==> config.mk <==
export PLATFORM = sky130hd
export DESIGN_NAME = multicycle_ctrl
export DESIGN_NICKNAME = d
export VERILOG_FILES = /design/src/rtl/multicycle_ctrl.sv
export SDC_FILE = /design/constraint.sdc
export NUM_CORES = 1
export LEC_CHECK = 0
export ABC_AREA = 1
export CORE_UTILIZATION = 44
export DETAILED_ROUTE_END_ITERATION = 8
export PLACE_DENSITY = 0.79
export SYNTH_ARGS = -nofsm -noshare
export SYNTH_HDL_FRONTEND = slang
export SYNTH_SLANG_ARGS = --single-unit
export TNS_END_PERCENT = 10
==> constraint.sdc <==
create_clock -name clk -period 3.2 [get_ports clk]
set_clock_uncertainty 0.05 [all_clocks]
set_input_delay 0.48 -clock clk [delete_from_list [all_inputs] [get_ports clk]]
set_output_delay 0.48 -clock clk [all_outputs]
set_load 0.05 [all_outputs]
==> src/rtl/multicycle_ctrl.sv <==
// ============================================================================
// Module   : multicycle_ctrl
// Brief    : Multicycle LEGv8 control FSM (FETCH/DECODE/EXEC/MEM/WB) with
//            memory-wait timeout and a retired-instruction counter.
//            Optional macro ILLEGAL_TRAP_EN: an illegal opcode traps to TRAP.
// Revision : 1.0 - initial release
// ============================================================================
`default_nettype none

module multicycle_ctrl #(
    parameter int OP_W        = 11,
    parameter int CNT_W       = 32,
    parameter int MEM_TIMEOUT = 15
) (
    input  logic             clk,
    input  logic             reset,
    input  logic [OP_W-1:0]  op,
    input  logic             imem_ready,
    input  logic             dmem_ready,
    input  logic             zero,
    output logic             ir_write,
    output logic             pc_write,
    output logic             pc_src,
    output logic             reg2loc,
    output logic             alusrc,
    output logic             memtoreg,
    output logic             regwrite,
    output logic             memread,
    output logic             memwrite,
    output logic             branch,
    output logic [1:0]       aluop,
    output logic [2:0]       state,
    output logic [CNT_W-1:0] retired,
    output logic             mem_err,
    output logic             illegal
);

    localparam logic [2:0] c_S_FETCH  = 3'd0;
    localparam logic [2:0] c_S_DECODE = 3'd1;
    localparam logic [2:0] c_S_EXEC   = 3'd2;
    localparam logic [2:0] c_S_MEM    = 3'd3;
    localparam logic [2:0] c_S_WB     = 3'd4;
    localparam logic [2:0] c_S_TRAP   = 3'd5;

    localparam logic [2:0] c_K_NOP   = 3'd0;
    localparam logic [2:0] c_K_LDUR  = 3'd1;
    localparam logic [2:0] c_K_STUR  = 3'd2;
    localparam logic [2:0] c_K_CBZ   = 3'd3;
    localparam logic [2:0] c_K_RTYPE = 3'd4;
    localparam logic [2:0] c_K_ILL   = 3'd5;

    localparam int                  c_WCNT_W = $clog2(MEM_TIMEOUT + 1);
    localparam logic [c_WCNT_W-1:0] c_WCNT_MAX = c_WCNT_W'(MEM_TIMEOUT);

    logic [2:0]          r_state;
    logic [2:0]          r_cls;
    logic [c_WCNT_W-1:0] r_wcnt;
    logic [CNT_W-1:0]    r_retired;
    logic                r_mem_err;

    logic [10:0]         w_op11;
    logic [2:0]          w_cls;
    logic [2:0]          w_next;
    logic [c_WCNT_W-1:0] w_wcnt_inc;
    logic [c_WCNT_W-1:0] w_wcnt_next;
    logic                w_expired;
    logic                w_retire;
    logic                w_timeout;

    assign w_op11     = op[OP_W-1 -: 11];
    assign w_wcnt_inc = r_wcnt + c_WCNT_W'(1);
    assign w_expired  = (w_wcnt_inc == c_WCNT_MAX);

    always_comb begin
        w_cls = c_K_ILL;
        casez (w_op11)
            11'b11111000010: w_cls = c_K_LDUR;
            11'b11111000000: w_cls = c_K_STUR;
            11'b10110100???: w_cls = c_K_CBZ;
            11'b10001011000,
            11'b11001011000,
            11'b10001010000,
            11'b10101010000: w_cls = c_K_RTYPE;
            default:         w_cls = c_K_ILL;
        endcase
    end

    // The wait counter defaults to clear, so any entry into FETCH/MEM starts at zero.
    always_comb begin
        w_next      = r_state;
        w_wcnt_next = '0;
        w_retire    = 1'b0;
        w_timeout   = 1'b0;
        case (r_state)
            c_S_FETCH: begin
                if (imem_ready) begin
                    w_next = c_S_DECODE;
                end else if (w_expired) begin
                    w_timeout = 1'b1;
                    w_next    = c_S_FETCH;
                end else begin
                    w_wcnt_next = w_wcnt_inc;
                end
            end
            c_S_DECODE: begin
                if (w_cls == c_K_ILL) begin
`ifdef ILLEGAL_TRAP_EN
                    w_next = c_S_TRAP;
`else
                    w_next   = c_S_FETCH;
                    w_retire = 1'b1;
`endif
                end else begin
                    w_next = c_S_EXEC;
                end
            end
            c_S_EXEC: begin
                case (r_cls)
                    c_K_LDUR, c_K_STUR: w_next = c_S_MEM;
                    c_K_RTYPE:          w_next = c_S_WB;
                    c_K_CBZ: begin
                        w_next   = c_S_FETCH;
                        w_retire = 1'b1;
                    end
                    default:            w_next = c_S_FETCH;
                endcase
            end
            c_S_MEM: begin
                if (dmem_ready) begin
                    if (r_cls == c_K_LDUR) begin
                        w_next = c_S_WB;
                    end else begin
                        w_next   = c_S_FETCH;
                        w_retire = 1'b1;
                    end
                end else if (w_expired) begin
                    w_timeout = 1'b1;
                    w_next    = c_S_FETCH;
                end else begin
                    w_wcnt_next = w_wcnt_inc;
                end
            end
            c_S_WB: begin
                w_next   = c_S_FETCH;
                w_retire = 1'b1;
            end
            c_S_TRAP: w_next = c_S_TRAP;
            default:  w_next = c_S_FETCH;
        endcase
    end

    // Outputs are forced low while reset is asserted, even though state reads FETCH.
    always_comb begin
        ir_write = 1'b0;
        pc_write = 1'b0;
        pc_src   = 1'b0;
        reg2loc  = 1'b0;
        alusrc   = 1'b0;
        memtoreg = 1'b0;
        regwrite = 1'b0;
        memread  = 1'b0;
        memwrite = 1'b0;
        branch   = 1'b0;
        aluop    = 2'b00;
        illegal  = 1'b0;
        if (reset) begin
            case (r_state)
                c_S_FETCH: begin
                    memread = 1'b1;
                    if (imem_ready) begin
                        ir_write = 1'b1;
                        pc_write = 1'b1;
                    end
                end
                c_S_DECODE: begin
                    reg2loc = (w_cls == c_K_STUR) || (w_cls == c_K_CBZ);
                    illegal = (w_cls == c_K_ILL);
                end
                c_S_EXEC: begin
                    alusrc = (r_cls == c_K_LDUR) || (r_cls == c_K_STUR);
                    if (r_cls == c_K_CBZ) begin
                        aluop  = 2'b01;
                        branch = 1'b1;
                        if (zero) begin
                            pc_write = 1'b1;
                            pc_src   = 1'b1;
                        end
                    end else if (r_cls == c_K_RTYPE) begin
                        aluop = 2'b10;
                    end
                end
                c_S_MEM: begin
                    memread  = (r_cls == c_K_LDUR);
                    memwrite = (r_cls == c_K_STUR);
                end
                c_S_WB: begin
                    regwrite = 1'b1;
                    memtoreg = (r_cls == c_K_LDUR);
                end
                default: ;
            endcase
        end
    end

    always_ff @(posedge clk or negedge reset) begin
        if (!reset) begin
            r_state   <= c_S_FETCH;
            r_cls     <= c_K_NOP;
            r_wcnt    <= '0;
            r_retired <= '0;
            r_mem_err <= 1'b0;
        end else begin
            r_state <= w_next;
            r_wcnt  <= w_wcnt_next;
            if (r_state == c_S_DECODE) begin
                r_cls <= w_cls;
            end
            if (w_retire) begin
                r_retired <= r_retired + CNT_W'(1);
            end
            if (w_timeout) begin
                r_mem_err <= 1'b1;
            end
        end
    end

    assign state   = r_state;
    assign retired = r_retired;
    assign mem_err = r_mem_err;

endmodule

`default_nettype wire

# Yosys cells after proc, flatten, opt, wreduce, memory -nomap -nowiden
# Cells that the tools add are included.
dict set report word_totals {
  wordCells 82
  ff_bits 43
  input_bits 16
}
dict set report classes {
  n_reduce_logical 5
  n_addsub 2
  n_mux 50
  n_eq_ne 20
}
# operator n
set ops {}
lappend ops {{11-bit equality test (second input constant)} 6}
lappend ops {{32-bit by 1-bit adder with 32-bit output (second input constant)} 1}
lappend ops {{1-bit two-way mux} 30}
lappend ops {{3-bit by 2-bit equality test with 1-bit output (second input constant)} 6}
lappend ops {{3-bit case mux with 5 select lines} 1}
lappend ops {{3-bit equality test (second input constant)} 4}
lappend ops {{3-bit two-way mux} 4}
lappend ops {{4-bit two-way mux} 3}
lappend ops {{3-bit case mux with 4 select lines} 1}
lappend ops {{2-bit two-way mux} 5}
lappend ops {{8-bit equality test (second input constant)} 1}
lappend ops {{4-bit case mux with 2 select lines} 1}
lappend ops {{3-bit by 1-bit equality test with 1-bit output (second input constant)} 2}
lappend ops {{1-bit case mux with 2 select lines} 3}
lappend ops {{3-bit case mux with 2 select lines} 1}
lappend ops {{4-bit by 1-bit adder with 4-bit output (second input constant)} 1}
lappend ops {{4-bit equality test (second input constant)} 1}
lappend ops {{1-bit case mux with 4 select lines} 1}
lappend ops {{4-bit OR reduction} 1}
lappend ops {{3-bit logical NOT} 1}
lappend ops {{1-bit logical OR} 2}
lappend ops {{2-bit OR reduction} 1}

# Longest topological paths before layout
# Gate-level depths: netlist of the first run.
dict set report depth {
  depth_word 7
  mapped_depth 10
}

# Worst setup path after synthesis of the first run
# OpenSTA, ideal clock, no wires.
dict set report synth_path {
  path_type {register to output}
  from {register r_state[1] (netlist: state[1])}
  to {output port aluop[0]}
  stages_incl_launch_ff 6
  arrival_time_ns 2.151
  path_buffers 1
  required_ns 2.670
  path_slack_ns 0.519
  cell_sequence {dfrtp_1 > nand2_2 > nor2_2 > nand2_1 > nor2_1 > buf_4}
}
dict set report synth_via {
  elab_chain_len 3
}
# item line
set synth_lines {}
lappend synth_lines {{from (decl)} 55} ;# logic [2:0] r_state;
lappend synth_lines {{from (signal assigned)} 207} ;# r_state <= c_S_FETCH;
lappend synth_lines {{from (signal assigned)} 213} ;# r_state <= w_next;
lappend synth_lines {{3-bit by 2-bit equality test with 1-bit output} 167} ;# case (r_state)
lappend synth_lines {{2-bit two-way mux} 167}
lappend synth_lines {{2-bit two-way mux} 166} ;# if (reset) begin
lappend synth_lines {{to (decl)} 31} ;# output logic [1:0] aluop,
# No other way between the ends.

# Final worst setup path of the first run
dict set report layout_path {
  from {input port op[6]}
  to {output port reg2loc}
}
dict set report layout_via {
  elab_chain_len 7
}
# item line
set layout_lines {}
lappend layout_lines {{from (decl)} 17} ;# input logic [OP_W-1:0] op,
lappend layout_lines {{11-bit equality test} 76} ;# casez (w_op11)
lappend layout_lines {{4-bit OR reduction} 76}
lappend layout_lines {{3-bit case mux with 4 select lines (*)} 76}
lappend layout_lines {{3-bit by 2-bit equality test with 1-bit output} 176} ;# reg2loc = (w_cls == c_K_STUR) || (w_cls == c_K_CBZ);
lappend layout_lines {{1-bit logical OR (*)} 176}
lappend layout_lines {{1-bit two-way mux (*)} 167}
lappend layout_lines {{1-bit two-way mux (*)} 166}
lappend layout_lines {{to (decl)} 24} ;# output logic reg2loc,
# Every way passes the cells marked *; elsewhere a longest branch is shown, timed or not.

==> results of run 1 <==
-- worst register-to-register path, delay by kind of cell, from the launching register on --
| kind | cells | cell delay (ns) |
|---|---|---|
| flops | 1 | 0.48 |
| xor+xnor | 1 | 0.18 |
| fa+ha+maj | 1 | 0.31 |
| simple gates | 5 | 0.88 |
| buf+inv | 1 | 0.12 |
-- worst paths after layout --
check | slack, ns | cells past startpoint | start | endpoint
setup / recovery | 0.77 | 8 | op[6] | reg2loc
hold / removal | 0.17 | 2 | reset | r_wcnt[0]
setup reg to reg | 1.13 | 8 | retired[0] | retired[16]
hold reg to reg | 0.42 | 1 | mem_err | mem_err
max in group asynchronous | 2.68 | 2 | reset | retired[1]
min in group clk | 0.42 | 1 | mem_err | mem_err
-- cells in the mapped netlist --
cell and number:
sky130_fd_sc_hd__a21o_1 1, sky130_fd_sc_hd__a21oi_1 3, sky130_fd_sc_hd__buf_2 6, sky130_fd_sc_hd__buf_4 1, sky130_fd_sc_hd__buf_6 3, sky130_fd_sc_hd__clkbuf_1 1, sky130_fd_sc_hd__dfrtp_1 43, sky130_fd_sc_hd__ha_1 3
sky130_fd_sc_hd__inv_1 38, sky130_fd_sc_hd__inv_2 6, sky130_fd_sc_hd__mux2i_1 1, sky130_fd_sc_hd__nand2_1 183, sky130_fd_sc_hd__nand2_2 2, sky130_fd_sc_hd__nand3_1 49, sky130_fd_sc_hd__nand3_2 3, sky130_fd_sc_hd__nand3b_1 11
sky130_fd_sc_hd__nand4_1 4, sky130_fd_sc_hd__nor2_1 63, sky130_fd_sc_hd__nor2_2 3, sky130_fd_sc_hd__nor2_4 2, sky130_fd_sc_hd__nor3_1 11, sky130_fd_sc_hd__nor3_2 2, sky130_fd_sc_hd__nor3_4 3, sky130_fd_sc_hd__o211ai_1 1
sky130_fd_sc_hd__o21ai_0 3, sky130_fd_sc_hd__o21ai_2 1, sky130_fd_sc_hd__o21bai_4 1, sky130_fd_sc_hd__or2_1 1, sky130_fd_sc_hd__xnor2_1 5, sky130_fd_sc_hd__xor2_1 12
-- layout make-up --
type	instances	area share
clock inverter	2	0.008940
clock buffer	6	0.02107
inverter	44	0.04215
sequential	43	0.2746
multi-input combinational	368	0.4489
timing repair buffer	67	0.1788
tap	80	0.02554
-- report_power, final --
group	leakage (nW)	total (mW)	internal [mW]	switching, mW
registers	0.584	0.615	0.573	0.0416
clock network	0.0612	0.444	0.253	0.191
logic	1.25	0.373	0.120	0.253
-- per-layer routing --
| metal | vias up | wire length [um] | share of wire |
|---|---|---|---|
| li1 | 1586 | - | - |
| met1 | 1412 | 3741 | 0.49 |
| met2 | 56 | 3537 | 0.46 |
| met3 | 10 | 228 | 0.030 |
| met4 | 0 | 128 | 0.017 |
| met5 | - | 0 | 0 |
-- through the flow --
step	area, um2	total power [mW]	instances	worst slack (ns)	hold slack [ns]
final	3919	1.431	610	0.7741	0.1672
after global routing	3919	1.492	610	0.6402	0.1869
after global placement	3801	0.9886	602	0.8116	0.3997
after floorplan	3075	0.8660	466	0.5189	0.1344
after detailed placement	3801	0.9982	602	0.7666	0.4014
after CTS	3919	1.443	610	0.7567	0.1781
-- flip-flops by register name, indices dropped and copies added (netlist names) --
signal,count
r_wcnt,4
retired,32
state,3
r_cls,3
mem_err,1
-- cells by family after synthesis --
group	synth area share
flops	0.3499
compound gates	0.02360
mux	0.003255
simple gates	0.4845
xor+xnor	0.04841
buf+inv	0.07811
fa+ha+maj	0.01221
==> results.md, run 1 <==
* Number of antenna violations at the first check in global routing at 0
* Critical-path maximum fanout at 3
* Ratio of total power to cell area at ~370 mW/mm2
* Time the final worst path needs with I/O delays and setup at 2.426 ns
* Result of the run: finished clean
* Setup repair after global routing missed its margin: false
* Largest net degree at the start of global routing at 33
* Least-Margin Pin Slew at 0.6942 ns
* Length of the first detailed-routing pass in iterations at 4
* Post-synthesis cell type with the largest combined area: sky130_fd_sc_hd__dfrtp_1
* Number of maximum-capacitance violations at 0
* Total of fill cells in the finished design at 661
* Via count of the first global-routing pass at 2,923
* Post-layout nets at 548
* Number of routed nets with antenna violations at 0
* GR Layer Usage met3 at 0.02599
* Final period utilization at 0.7581
* Synth warn at 0
* Fin util at 0.5800
* FMAX at between 400 and 500 MHz
* Grt peak-use layer: met2
* Fraction of final layout cells with drive strength greater than 1 at 0.09057
* Chain of cells forming the critical path: clkdlybuf4s50_1 > nand2_1 > nor2_1 > nand3_1 > nand2_1 > nand2_1 > nor2_1 > buf_4
* Met1 routing resource usage after global routing at 0.3167
* Global-route wire length before repair at 13,340 um
* Number of buffers inserted during clock tree synthesis at 5
* Maximum buffer depth of the clock tree at 2
* Height of the die at 85.61 um
* Die Wd at 85.61 um
* Final setup vio count at 0
* Area of the multi-input gates at roughly 0.0018 mm2
* Count of routing violations after the opening detailed-route iteration at 174
* Portion of the post-synthesis area used by sequential elements at 0.3499
* Slew HR at 0.5359
* Worst endpoint data arrival time at 1.90 ns
* I/O pin count at 65
* Library cell appearing most often on the critical path: sky130_fd_sc_hd__nand2_1
* Core area at 0.006756 mm2
* Average footprint of a synthesized cell at around 6.6 um2
* Final estimated routing congestion in global placement at about 0.9
* Half-perimeter wire length after detailed placement at 5977 um
* Combined area of all synthesized cells at 0.003075 mm2
* PortBufs at 64
* Post-detailed-route wirelength per cell at 12.52 um
* Worst voltage drop across the vdd grid at 0.2412 mV
* Setup TNS at 0 ns
* Number of sinks handled by clock tree synthesis at 43
* Count of unique library cells instantiated by Yosys at 30
* Fraction of synthesized cell area taken by the top area cell type at 0.3499
* Clock Latency Late Sink at 0.30 ns
* Clock-pin transition on the worst setup and hold timing paths at 0.08 ns
* Cell leakage power at 1.891 nW
* Worst stage delay on the critical path at 0.50 ns
* Hold-fix buffers at CTS at 0
* Nets in the synthesized netlist at 485
* Number of buffers inserted by post-CTS setup repair at 0
* Worst Path Buf+Inv at 2
* Synth-to-layout area growth at 27.42%
* Cells taking the most area after synthesis: sky130_fd_sc_hd__dfrtp_1, sky130_fd_sc_hd__nand2_1, sky130_fd_sc_hd__nand3_1
* Initial standard-cell utilization of the core at 0.4552
* CTS tree: built
* Critical path startpoint category: primary input
* Die footprint at 0.007328 mm2
* FF+latch area at 0.001076 mm2
* Critical path class: primary input to output pin
* Worst Setup End Kind: output pin
* Post-CTS Resized at 0
* CP delay by family, top: buffers and inverters
* Met2 Track Usage GR at 0.3738
* Maximum level of the CTS H-tree at 2
* Final Max Tran Viols at 0
* Total number of vias at 3,064
* Clock root buffer master: sky130_fd_sc_hd__clkbuf_8
* GRT Util Overall at 0.2261
* Final number of hold-violating endpoints at 0
* Detailed-route vias per instance at about 5.0
* #FFs+latches synth at 43
* Remaining design rule violation count at 0
* Aggregate routed wire length at 7635 um
* Min-Delay Path Class: primary input to async pin
* Top library cells by usage in the layout, fill and taps aside: sky130_fd_sc_hd__nand2_1, sky130_fd_sc_hd__nor2_1, sky130_fd_sc_hd__clkdlybuf4s50_1
* Data required time at the worst endpoint at between 2 and 3 ns
* Gate count after technology mapping at between 400 and 500
* Slowest-stage cell, CP: sky130_fd_sc_hd__clkdlybuf4s50_1
* Most common cell after layout, fill and taps aside: sky130_fd_sc_hd__nand2_1
* Antenna diode count at 0
* Number of core rows at 30
* Total gr overflow at 0
Power figures use the tool's default switching activity.
==> run 2: changes to the inputs <==
- clock period: 3.2 -> 2.4 ns (I/O delays scaled with it)
==> results.md, run 2 (synthesis results as in run 1) <==
* Final Max Tran Viols at 0 (unchanged)
* Total number of vias at 3,212 (+4.8%)
* Final setup vio count at 0 (unchanged)
* Number of core rows at 30 (unchanged)
* Final period utilization at 0.9377
* Length of the first detailed-routing pass in iterations at 5 (+1)
* Wire length on met3 at 351 um (+54%)
* Time the final worst path needs with I/O delays and setup at 2.250 ns
* Core area at 0.006756 mm2 (unchanged)
* Library cell appearing most often on the critical path: sky130_fd_sc_hd__nand2_1
* Power spent charging and discharging nets at 653.2 uW (+34%)
* Final estimated routing congestion in global placement at 0.8934 (-1.2%)
* Most common cell after layout, fill and taps aside: sky130_fd_sc_hd__nand2_1
* Result of the run: finished clean
* Worst Setup End Kind: output pin
* Final number of hold-violating endpoints at 0 (unchanged)
* GRT Util Overall at 0.2317 (+0.005608)
* Critical-path maximum fanout at 3 (unchanged)
* Least-Margin Pin Slew at 0.7130 ns (+0.01880 ns)
* Worst-case setup margin in the final layout at 0.1496 ns (-0.6245 ns)
* Count of routing violations after the opening detailed-route iteration at 287 (+65%)
* Number of routed nets with antenna violations at 0 (unchanged)
* Slowest-stage cell, CP: sky130_fd_sc_hd__clkdlybuf4s50_1
* FF-to-FF Start: retired[0]
* Worst setup timing slack at the placement stage at 0.04707 ns (-0.7196 ns)
* Clock-pin transition on the worst setup and hold timing paths at 0.09 ns (about the same)
* Antenna diode count at 0 (unchanged)
* Slew HR at 0.5234 (-0.01257)
* Worst voltage drop across the vdd grid at 0.3848 mV (+60%)
* Cell leakage power at 1.905 nW (+0.75%)
* Setup repair after global routing missed its margin: false
* Number of buffers inserted by post-CTS setup repair at 0 (unchanged)
* Total gr overflow at 0 (unchanged)
* Min-Delay Path Class: primary input to async pin
* Share of total power in the clock network at 0.313 (+0.003)
* Number of sinks handled by clock tree synthesis at 43 (unchanged)
* Clock root buffer master: sky130_fd_sc_hd__clkbuf_8
* Setup TNS at 0 ns (unchanged)
* Half-perimeter wire length after detailed placement at 6189 um (+3.5%)
* Power consumption at 1.916 mW (+34%)
* Die Wd at 85.61 um (unchanged)
* Critical path class: primary input to output pin
* Internal cell power at 1.262 mW (+33%)
* Maximum level of the CTS H-tree at 2 (unchanged)
* Die footprint at 0.007328 mm2 (unchanged)
* Maximum buffer depth of the clock tree at 2 (unchanged)
* Remaining design rule violation count at 0 (unchanged)
* Critical path startpoint category: primary input
* Number of maximum-capacitance violations at 0 (unchanged)
* Largest net degree at the start of global routing at 44 (+33%)
* Post-layout nets at 547 (-0.18%)
* Relative contribution of sequential cells to total power at 0.429 (about the same)
* Worst endpoint data arrival time at 1.84 ns (-0.06 ns)
* Fraction of final layout cells with drive strength greater than 1 at 0.09074 (+0.0001712)
* Global-route wire length before repair at 13,540 um (+1.5%)
* Initial standard-cell utilization of the core at 0.4552 (unchanged)
* Worst stage delay on the critical path at 0.50 ns (about the same)
* Data required time at the worst endpoint at 1.99 ns (-0.68 ns)
* Via count of the first global-routing pass at 2,931 (+0.27%)
* Ratio of total power to cell area at 478.7 mW/mm2 (+31%)
* Number of antenna violations at the first check in global routing at 0 (unchanged)
* CTS tree: built
* Top library cells by usage in the layout, fill and taps aside: sky130_fd_sc_hd__nand2_1, sky130_fd_sc_hd__nor2_1, sky130_fd_sc_hd__clkdlybuf4s50_1
* Crit path launch: op[6]
* Highest routed layer: met4
* Routed wire length on met2 at 3877 um (+9.6%)
* FMAX at between 400 and 500 MHz
* PortBufs at 64 (unchanged)
* Combinational share of power at 0.258 (-0.002)
* Wire length on met1 at 3640 um (-2.7%)
* Hold-fix buffers at CTS at 0 (unchanged)
* Detailed-route vias per instance at 5.274 (+5.0%)
* Synth-to-layout area growth at 30.11%
* I/O pin count at 65 (unchanged)
* Post-CTS Resized at 0 (unchanged)
* Chain of cells forming the critical path: clkdlybuf4s50_1 > nand2_1 > nor2_1 > nand3_1 > nand2_1 > nand2_1 > nor2_1 > buf_12
* Number of buffers inserted during clock tree synthesis at 5 (unchanged)
* Height of the die at 85.61 um (unchanged)
* Post-detailed-route wirelength per cell at 13.16 um (+5.1%)
* Largest register FFs at 32 (unchanged)
* Worst Path Buf+Inv at 2 (unchanged)
* Clock Latency Late Sink at 0.30 ns (about the same)
* Aggregate routed wire length at 8015 um (+5.0%)
* CP delay by family, top: simple AND/OR/NAND/NOR gates
* Net switching fraction of the power at 0.3410 (+0.001680)
run 2: power by group through the flow:
stage | Combinational (mW) | Clock, mW | Sequential [mW]
after floorplan | 0.207 | 0 | 0.948
after global placement | 0.488 | 0 | 0.832
after detailed placement | 0.499 | 0 | 0.835
after CTS | 0.500 | 0.605 | 0.822
after global routing | 0.531 | 0.628 | 0.830
final | 0.495 | 0.599 | 0.821
run 2: worst register-to-register path, stage by stage (launching register included):
cell and delay [ns]:
sky130_fd_sc_hd__dfrtp_1 0.47, sky130_fd_sc_hd__ha_1 0.30, sky130_fd_sc_hd__inv_1 0.11, sky130_fd_sc_hd__nor3_4 0.27
sky130_fd_sc_hd__nand2_1 0.20, sky130_fd_sc_hd__nor2_1 0.24, sky130_fd_sc_hd__xor2_1 0.17, sky130_fd_sc_hd__nand2_1 0.09
sky130_fd_sc_hd__nand2_1 0.10
run 2: metal layers:
layer,global-route usage,vias up
met2,0.3898,101
li1,-,1584
met4,0.06970,0
met1,0.3144,1514
met5,0,-
met3,0.02695,13
run 2: cell type report:
class	count	area, um2
multi-input combinational	368	1762
fill	639	2755
timing repair buffer	66	780.7
clock buffer	6	82.58
clock inverter	2	35.03
inverter	44	165.2
tap	80	100.1
sequential	43	1076
run 2: per-stage QoR:
stage / hold slack [ns] / cell area, um2 / utilization / instances
floorplan: 0.01441 / 3078 / - / 466
global placement: 0.4006 / 3884 / 0.5748 / 601
detailed placement: 0.3976 / 3884 / 0.5748 / 601
CTS: 0.2167 / 4001 / 0.5922 / 609
global route: 0.2510 / 4001 / 0.5922 / 609
finish: 0.2024 / 4001 / 0.5922 / 609
run 2: final timing paths:
check	depth (start not counted)	slack, ns	to
worst max-delay path	8	0.15	reg2loc
worst min-delay path	2	0.20	retired[2]
worst max register to register	8	0.37	retired[16]
worst min register to register	1	0.42	mem_err
max in group asynchronous	2	1.73	retired[29]
min in group clk	1	0.42	mem_err
==> RTL change (flow settings as in run 2) <==
Add a define of `ILLEGAL_TRAP_EN`.
--- a/src/rtl/multicycle_ctrl.sv
+++ b/src/rtl/multicycle_ctrl.sv
@@ -6,6 +6,8 @@
 // Revision : 1.0 - initial release
 // ============================================================================
 `default_nettype none
+
+`define ILLEGAL_TRAP_EN
 
 module multicycle_ctrl #(
     parameter int OP_W        = 11,
Formal check against the unedited RTL: not equivalent (Yosys sat finds a counterexample within 4 cycles, from zero or initial values and one cycle with reset low).
==> RTL change against run 2 <==
Hold slack lost 190 ps; utilization increased by 1.4 points; final area down 3.3%; worst setup slack better by 40 ps; sequential cell count is the same; synthesized area decreased by 5.0%; non-clock buffer count rose by 2; wire length fell by 8.5%; largest cell class unchanged.
Power is not compared: it rests on default switching activity, and its combinational part moved more than twofold at a synthesized area within 25%.
==> RTL change: results (changes against run 2) <==
| Metric | Value |
|---|---|
| Status | finished, final reports clean |
| Largest net degree at the start of global routing | 32 (-27%) |
| Post-DP HPWL | 5.85 mm (-5.4%) |
| Number of global-route vias before repair | 2967 (+1.2%) |
| CP arrival | 1800 ps (-40 ps) |
| Number of DRC markers in iteration 0 | 141 (-51%) |
| DRT Pass-1 Iters | 4 (-1) |
| CP delay by family, top | buffers and inverters |
| Adder-Cell Fraction of Synth Area | 0.0128 (+0.000637) |
| DP Area | 0.00377 mm2 (-2.9%) |
| Clock-cell share | 0.0259 (-0.00353) |
| Final nets | 546 (-0.18%) |
| Commonest cells in the netlist | 184 x nand2_1, 84 x nor2_1, 47 x inv_1, 43 x dfrtp_1, 24 x nand3_1 |
| Non-clock inverters | 49 (+11%) |
| Slew @ Worst Pin | 529 ps (-184 ps) |
| Routability Congestion | 0.900 (+0.71%) |
| Worst path slowest cell | clkdlybuf4s50_1 |
| R2r endpoint | retired[24]$_DFFE_PN0P_ |
| Layout clock buffer count | 8 (+2) |
| Vias per cell | 5.01 (-5.0%) |
| Multi-In Gates | 360 (-2.2%) |
| Post-synthesis mux area share | 0 (-0.00325) |
| Sequential share of the synthesized area | 0.368 (+0.0183) |
| Synth Area in Compound Gates | 0.0424 (+0.0188) |
| M1 wire length | 3.43 mm (-5.8%) |
| R2R Setup Slk | 580 ps (+210 ps) |
| Post-Syn Nets | 477 (-1.6%) |
| Multi-input gate share of total cell area | 0.417 (-0.0229) |
| Detail Route met2 WL | 3.42 mm (-12%) |
| First-pass GRT wire length | 12.8 mm (-5.1%) |
| Reg2reg path depth | 10 (+2) |
| GRT Overall Usage | 0.226 (-0.00551) |
| Non-CTS buffers | 68 (+3.0%) |
| Crit path largest cell delay | 520 ps (+20 ps) |
| Largest cells by area after synthesis | dfrtp_1 37%, nand2_1 24%, nor2_1 11%, inv_1 6.0%, nand3_1 4.1% |
| Critical Path Fanout Max | 4 (+1) |
-- RTL change: metal layers --
metal | track usage | vias up
met3 | 0.0336 | 13
met4 | 0.0740 | 0
met1 | 0.301 | 1388
met2 | 0.379 | 83
li1 | - | 1548
met5 | 0 | -
-- RTL change: how the worst max path moves through the flow --
stage	from	to
final	op[3]	illegal
after CTS	op[3]	illegal
after global routing	op[10]	illegal
after detailed placement	op[3]	illegal
after global placement	op[10]	reg2loc
after floorplan	state[2]$_DFF_PN0_	memtoreg
-- RTL change: through the flow --
step                      hold WS [ps]  instances  worst slack, ps   util  setup TNS, ps
after floorplan                   14.4        458             -107      -           -107
after global placement             328        597              251  0.590              0
after detailed placement           334        597              180  0.590              0
after CTS                         14.6        605              178  0.606              0
after global routing              18.2        605             31.9  0.606              0
final                             11.2        605              189  0.606              0
